File: config.mk
export PLATFORM = sky130hd
export DESIGN_NAME = niosii_microprocessor_data_in
export DESIGN_NICKNAME = d
export VERILOG_FILES = /design/src/rtl/niosii_microprocessor_data_in_pkg.sv /design/src/rtl/niosii_microprocessor_data_in_sync_edge.sv /design/src/rtl/niosii_microprocessor_data_in.sv
export SDC_FILE = /design/constraint.sdc
export NUM_CORES = 1
export LEC_CHECK = 0
export CORE_MARGIN = 1
export CORE_UTILIZATION = 50
export DETAILED_ROUTE_END_ITERATION = 8
export DONT_BUFFER_PORTS = 1
export MAX_ROUTING_LAYER = met4
export PLACE_DENSITY_LB_ADDON = 0.15
export SYNTH_ARGS = -nofsm -noshare
export SYNTH_HDL_FRONTEND = slang
export SYNTH_SLANG_ARGS = --single-unit
File: constraint.sdc
create_clock -name clk -period 1.6 [get_ports clk]
set_clock_uncertainty 0.2 [all_clocks]
set_input_delay 0.32 -clock clk [delete_from_list [all_inputs] [get_ports clk]]
set_output_delay 0.32 -clock clk [all_outputs]
set_load 0.02 [all_outputs]
File: src/rtl/niosii_microprocessor_data_in_pkg.sv
// ---------------------------------------------------------------------------
// niosII_pio_pkg
// Shared constants for the Nios II parallel I/O ports.
//   PIO_OFS_*  : Avalon-MM word offsets of the PIO register map.
//   EDGE_*     : edge-capture selector values for the EDGE_TYPE parameter.
// ---------------------------------------------------------------------------
`timescale 1ns/1ps
package niosII_pio_pkg;

  localparam logic [1:0] PIO_OFS_DATA    = 2'd0;
  localparam logic [1:0] PIO_OFS_DIR     = 2'd1;
  localparam logic [1:0] PIO_OFS_IRQMASK = 2'd2;
  localparam logic [1:0] PIO_OFS_EDGE    = 2'd3;

  localparam int EDGE_RISE = 0;
  localparam int EDGE_FALL = 1;
  localparam int EDGE_ANY  = 2;

endpackage

File: src/rtl/niosii_microprocessor_data_in_sync_edge.sv
// ---------------------------------------------------------------------------
// niosII_pio_sync_edge
// Two-flop synchronizer for an asynchronous input bus, followed by a
// "previous value" register and a per-bit edge detector.
// Ports:
//   clk       in   system clock
//   reset_n   in   asynchronous active-low reset
//   in_port   in   [WIDTH] external asynchronous bus
//   data      out  [WIDTH] synchronized value (second stage)
//   edge_vec  out  [WIDTH] one-cycle edge strobes, per bit
// Parameters: WIDTH, EDGE_TYPE (EDGE_RISE/EDGE_FALL/EDGE_ANY), RESET_VALUE.
// ---------------------------------------------------------------------------
`timescale 1ns/1ps
module niosII_pio_sync_edge
  import niosII_pio_pkg::*;
#(
  parameter int               WIDTH       = 16,
  parameter int               EDGE_TYPE   = EDGE_RISE,
  parameter logic [WIDTH-1:0] RESET_VALUE = '0
) (
  input  logic             clk,
  input  logic             reset_n,
  input  logic [WIDTH-1:0] in_port,
  output logic [WIDTH-1:0] data,
  output logic [WIDTH-1:0] edge_vec
);

  logic [WIDTH-1:0] sync1_reg;
  logic [WIDTH-1:0] sync2_reg;
  logic [WIDTH-1:0] prev_reg;

  // prev also resets to RESET_VALUE so the first edge after reset is
  // judged against the reset value of the synchronizer.
  always_ff @(posedge clk or negedge reset_n) begin
    if (!reset_n) begin
      sync1_reg <= RESET_VALUE;
      sync2_reg <= RESET_VALUE;
      prev_reg  <= RESET_VALUE;
    end else begin
      sync1_reg <= in_port;
      sync2_reg <= sync1_reg;
      prev_reg  <= sync2_reg;
    end
  end

  assign data = sync2_reg;

  genvar gi;
  generate
    for (gi = 0; gi < WIDTH; gi++) begin : g_edge
      if (EDGE_TYPE == EDGE_FALL) begin : g_fall
        assign edge_vec[gi] = ~sync2_reg[gi] & prev_reg[gi];
      end else if (EDGE_TYPE == EDGE_ANY) begin : g_any
        assign edge_vec[gi] = sync2_reg[gi] ^ prev_reg[gi];
      end else begin : g_rise
        assign edge_vec[gi] = sync2_reg[gi] & ~prev_reg[gi];
      end
    end
  endgenerate

endmodule

File: src/rtl/niosii_microprocessor_data_in.sv
// ---------------------------------------------------------------------------
// niosii_microprocessor_data_in
// Avalon-MM slave parallel input port with edge capture and level irq.
// Register map (word offset):
//   0 data         : synchronized input, read only
//   1 reserved     : reads 0
//   2 irq_mask     : RW (only when NIOSII_DATA_IN_IRQ_EN is defined)
//   3 edge_capture : read, write-1-to-clear per bit
// Ports:
//   clk, reset_n (async active-low), address[2], chipselect, write_n,
//   writedata[32], in_port[WIDTH], readdata[32] (combinational), irq.
// Build option: define NIOSII_DATA_IN_IRQ_EN to get the interrupt mask and
// irq output; otherwise offset 2 reads 0 and irq is tied low.
// ---------------------------------------------------------------------------
`timescale 1ns/1ps
module niosii_microprocessor_data_in
  import niosII_pio_pkg::*;
#(
  parameter int               WIDTH       = 16,
  parameter int               EDGE_TYPE   = EDGE_RISE,
  parameter logic [WIDTH-1:0] RESET_VALUE = '0
) (
  input  logic             clk,
  input  logic             reset_n,
  input  logic [1:0]       address,
  input  logic             chipselect,
  input  logic             write_n,
  input  logic [31:0]      writedata,
  input  logic [WIDTH-1:0] in_port,
  output logic [31:0]      readdata,
  output logic             irq
);

  logic             wr_en;
  logic             wr_edge;
  logic [WIDTH-1:0] data;
  logic [WIDTH-1:0] edge_vec;
  logic [WIDTH-1:0] edge_capture_reg;
  logic [WIDTH-1:0] edge_capture_next;
  logic [WIDTH-1:0] irq_mask;

  assign wr_en   = chipselect && !write_n;
  assign wr_edge = wr_en && (address == PIO_OFS_EDGE);

  niosII_pio_sync_edge #(
    .WIDTH       (WIDTH),
    .EDGE_TYPE   (EDGE_TYPE),
    .RESET_VALUE (RESET_VALUE)
  ) u_sync_edge (
    .clk      (clk),
    .reset_n  (reset_n),
    .in_port  (in_port),
    .data     (data),
    .edge_vec (edge_vec)
  );

  // A new edge wins over a clear of the same bit, so no edge is lost.
  genvar gi;
  generate
    for (gi = 0; gi < WIDTH; gi++) begin : g_cap
      assign edge_capture_next[gi] = edge_vec[gi] |
             (edge_capture_reg[gi] & ~(wr_edge & writedata[gi]));
    end
  endgenerate

  always_ff @(posedge clk or negedge reset_n) begin
    if (!reset_n) begin
      edge_capture_reg <= '0;
    end else begin
      edge_capture_reg <= edge_capture_next;
    end
  end

`ifdef NIOSII_DATA_IN_IRQ_EN
  logic [WIDTH-1:0] irq_mask_reg;
  logic             irq_reg;

  always_ff @(posedge clk or negedge reset_n) begin
    if (!reset_n) begin
      irq_mask_reg <= '0;
      irq_reg      <= 1'b0;
    end else begin
      if (wr_en && (address == PIO_OFS_IRQMASK)) begin
        irq_mask_reg <= writedata[WIDTH-1:0];
      end
      irq_reg <= |(edge_capture_reg & irq_mask_reg);
    end
  end

  assign irq_mask = irq_mask_reg;
  assign irq      = irq_reg;
`else
  assign irq_mask = '0;
  assign irq      = 1'b0;
`endif

  // Read mux is independent of chipselect, matching the output PIOs.
  always_comb begin
    readdata = '0;
    case (address)
      PIO_OFS_DATA:    readdata[WIDTH-1:0] = data;
      PIO_OFS_IRQMASK: readdata[WIDTH-1:0] = irq_mask;
      PIO_OFS_EDGE:    readdata[WIDTH-1:0] = edge_capture_reg;
      default:         readdata = '0;
    endcase
  end

  // Upper write-data bits beyond WIDTH are architecturally ignored.
  logic unused_writedata;
  assign unused_writedata = &{1'b0, writedata};

endmodule

# Word-level counts from Yosys, hierarchy flattened

Index checks and enable logic that the tools add are counted.

Multiplexer cells: 1
Eq/ne operators: 1
Reduce and logical (&&, ||, !) cells: 4
Bitwise gates (word level): 96

Operator list:

| cell                                       | count |
|---|---|
| bitwise AND 1 bit                          | 48 |
| inverter 1 bit                             | 32 |
| one-hot mux 16 bit (2 select lines)        | 1 |
| OR 1 bit                                   | 16 |
| equality test 2 bit, second input constant | 1 |
| logical AND 1 bit                          | 2 |
| logical NOT 2 bit                          | 1 |
| logical NOT 1 bit                          | 1 |

Logic and storage cells: 106
Output and inout bits: 33
Register bits: 64
Input bits: 54

# Logic depth before layout (Yosys ltp)

Depth after elaboration: 7
Mapped depth: 6
Depth with buffers taken out: 4

# By module

Synthesis repeated with hierarchy kept, for this count alone.

Cells, all modules: 190
Area, all modules: 2,452.4 µm²

Modules (own cells, without submodules):

| module                        | cells each | sequential area each (µm²) | area each (µm²) | times used |
|---|---|---|---|---|
| niosII_pio_sync_edge          | 64         | 1,201.2                    | 1,421.4         | 1 |
| niosii_microprocessor_data_in | 126        | 400.4                      | 1,031.0         | 1 |

# Worst setup path after synthesis

No wires, ideal clock.

Path type: in2out
From: input address[0]
To: output readdata[10]
Stages: 5
Buffers on the path: 2
Data required time: 1.080 ns
Arrival time: 1.288 ns
Path slack: -0.208 ns
Path through: inv_1 -> ha_1 -> clkbuf_1 -> clkbuf_1 -> nor2_1

Longest elaborated chain between the ends: 2
Elaborated cells between the ends (all ways): 3
Those cells by class: eq/ne: 1; mux: 1; reduce/logical: 1

RTL lines:

| item                                                            | RTL line                             | source |
|---|---|---|
| start, declared                                                 | niosii_microprocessor_data_in.sv:25  | `input logic [1:0] address,` |
| equality test 2 bit / logical NOT 2 bit (equally long branches) | niosii_microprocessor_data_in.sv:100 | `case (address)` |
| one-hot mux 16 bit (2 select lines) *                           | niosii_microprocessor_data_in.sv:100 |  |
| end, declared                                                   | niosii_microprocessor_data_in.sv:30  | `output logic [31:0] readdata,` |

Every way passes the cells marked *; elsewhere a longest branch is shown, timed or not.

# Worst setup path after layout

From: register edge_capture_reg[0]
To: output readdata[0]

Longest elaborated chain between the ends: 1

RTL lines:

| item                                | RTL line                             | source |
|---|---|---|
| start, declared                     | niosii_microprocessor_data_in.sv:38  | `logic [WIDTH-1:0] edge_capture_reg;` |
| start signal, assigned              | niosii_microprocessor_data_in.sv:70  | `edge_capture_reg <= edge_capture_next;` |
| one-hot mux 16 bit (2 select lines) | niosii_microprocessor_data_in.sv:100 |  |

Every way passes these cells.

==> metrics.yaml <==
outcome:
  status: "finished with violations"
  violations: "negative hold slack, negative setup slack"
worst_setup_path:
  crit_buf_inv: 1
  r2r_setup_slack_ps: 260
  cp_top_family: "flip-flops"
  start_kind: "flop"
  critPathArrivalTime_ps: 1120
  crit_chain: "a22oi_1, nor2_1, buf_4"
  startpoint: "edge_capture_reg[0]$_DFF_PN0_"
  critical-path-slowest-cell: "dfrtp_1"
  path_class: "flop to primary output"
  required_ps: 1080
  r2r-end: "edge_capture_reg[0]$_DFF_PN0_"
  crit_path_max_fanout: 2
  max_stage_delay_ps: 390
  rr_worst_depth: 4
  rr_startpoint: "edge_capture_reg[0]$_DFF_PN0_"
  end_kind: "primary output"
place:
  place.gp.congestion: 0.761
  io_buffers: 0
  hpwl_um: 2540
synth:
  ys_ff_latch: 64
  synth_top_cells_by_area: "dfrtp_1 (69%), a221o_1 (6.9%), buf_4 (5.8%)"
  synth_top_area_share_pct: 68.9
  syn_area_mm2: 0.00233
  yosysMostFrequentCell: "dfrtp_1"
  avgSynthCellArea_um2: 13.4
  synthArstFlopShare_pct: 100
  synth_ff_type: "dfrtp_1"
  postSynthCellCount: 174
  ys_types: 13
  synth_largest_area_cell: "dfrtp_1"
  synth_edf_count: 0
  seq_area_frac_synth_pct: 68.9
  yosysWarnings: 0
  synth_commonest_cells: "dfrtp_1 (64), buf_4 (18), inv_1 (18)"
clocking:
  ctsHoldBuffers: 17
  numCtsBuffers: 9
  cts.clk_slew.worst_paths_ps: 70
  clock_latency_ps: 330
  clock_path_buffers: 2
  cts_tree: "built"
  ctsRootBufferMaster: "clkbuf_8"
  htreeDepth: 3
  clock-sinks: 64
routing:
  ant_nets: 0
  via_per_inst: 5.16
  vias: 1389
  dr.pass1.iters: 4
  drc: 0
  totalWireLength_um: 4140
  detail_route.wl_per_cell_um: 15.4
  drt_iter0_markers: 94
grt:
  grt_pass1_wl_um: 6870
  gr-total-overflow: 0
  grt_most_used_layer: "met2"
  grt_pass1_vias: 1480
  grt_use_met2_pct: 29.7
  grt_util_met1_pct: 22.8
  grt_max_degree: 65
  antenna_found_initial: 0
  gr-usage-all-layers_pct: 19.6
  use_met3_pct: 5.19
final_layout:
  area_delta_synth_final_pct: 26.9
  antenna_cells: 0
  finalNetCount: 268
  final_util_pct: 66.9
  ff_latch_area_mm2: 0.00160
  n_fill_cell: 342
  layout-drive-gt1-share_pct: 26.3
  multi_input_area_um2: 692
sta:
  hold_viol_final: 64
  max_freq_ghz: 0.610
  setup_slack_ps: -39.0
  fin_crit_sh_pct: 102
  rsz0062_at_grt: "true"
  drv_slew: 0
  holdWs_ps: -525
  setup_violations: 6
  period_minus_slack_ps: 1640
pwr:
  pwr-share-clk_pct: 37.7
  power.internal_uw: 2520
  p_sw_share_pct: 23.9
  p_per_area_mw_per_mm2: 1120
  power_leakage_uw: 0.00129
  comb_power_share_pct: 10.1
  peakVddDrop_v: 0.000674
  p_switching_uw: 791
  pwr-share-seq_pct: 52.3
flow_run:
  cap_violations: 0
worst_hold_path:
  hp-class: "input pin to asynchronous set/reset pin"
floorplanning:
  rows: 24
  die_h_um: 70.2
  core_area_mm2: 0.00441
  initial_core_util_pct: 52.7
  io_pins: 87
  die_x_um: 70.2
  die_area_mm2: 0.00493
==> metrics by stage <==
stage / setup WS [ps] / total power (uW) / instances / instance area (um^2) / TNS [ps]
final: -39.0 / 3310 / 269 / 2950 / -133
after global routing: -80.2 / 3420 / 269 / 2950 / -497
after CTS: -49.1 / 3330 / 264 / 2910 / -269
after detailed placement: -34.2 / 2050 / 227 / 2530 / -115
after global placement: -14.7 / 2040 / 227 / 2530 / -43.9
after floorplan: 6.92 / 2030 / 190 / 2580 / 0
==> worst max path at each step <==
stage               cells after the start                             end
floorplan                               5                    readdata[10]
global placement                        5                    readdata[15]
detailed placement                      4  edge_capture_reg[14]$_DFF_PN0_
CTS                                     3                    readdata[15]
global route                            3                     readdata[3]
finish                                  3                     readdata[0]
==> cell usage in the layout (no fill, tap or decap), drive strengths merged <==
cell type     n
clkinv        3
a22oi        16
buf          18
dfrtp        64
dlygate4sd3  17
conb         17
inv          18
clkbuf       13
nand3b        1
a221o        16
ha            2
nor2b        16
nor2         16
==> power groups by stage <==
| stage | sequential [uW] | clock [uW] | combinational [uW] |
|---|---|---|---|
| after floorplan | 1750 | 0 | 277 |
| after global placement | 1750 | 0 | 285 |
| after detailed placement | 1760 | 0 | 289 |
| after CTS | 1730 | 1270 | 328 |
| after global routing | 1740 | 1330 | 355 |
| final | 1730 | 1250 | 333 |
==> layout make-up <==
type,count,area share [%]
Multi-Input combinational cell,84,23.4
Inverter,18,2.29
Sequential cell,64,54.2
Clock buffer,13,5.72
Clock inverter,3,0.508
Timing Repair Buffer,35,11.6
Tap cell,52,2.20
==> cell families (layout without fill, tap and decap cells) <==
group / Yosys count / in the layout / synth area share, %
other: 1 / 17 / 0.161
AND/OR/NAND/NOR: 33 / 33 / 7.75
adder cells (fa/ha/maj): 2 / 2 / 1.08
flip-flops: 64 / 64 / 68.9
buffers and inverters: 42 / 69 / 10.1
AO/OA/AOI/OAI: 32 / 32 / 12.0
==> metal layers <==
metal | vias up | share of wire (%) | routed length, um
li1 | 627 | - | -
met1 | 686 | 44 | 1820
met2 | 64 | 48 | 1970
met3 | 12 | 5.7 | 236
met4 | 0 | 2.9 | 121
met5 | - | 0 | 0
==> repair_timing <==
| action | in CTS | in global routing |
|---|---|---|
| pin swaps | 9 | 9 |
| buffers inserted | 4 | 5 |
| resized for setup | 0 | 1 |
| endpoints found under the hold margin | 81 | 64 |
| endpoints found under the setup margin | 11 | 16 |
Note: power is estimated with default switching activity, not from simulation.
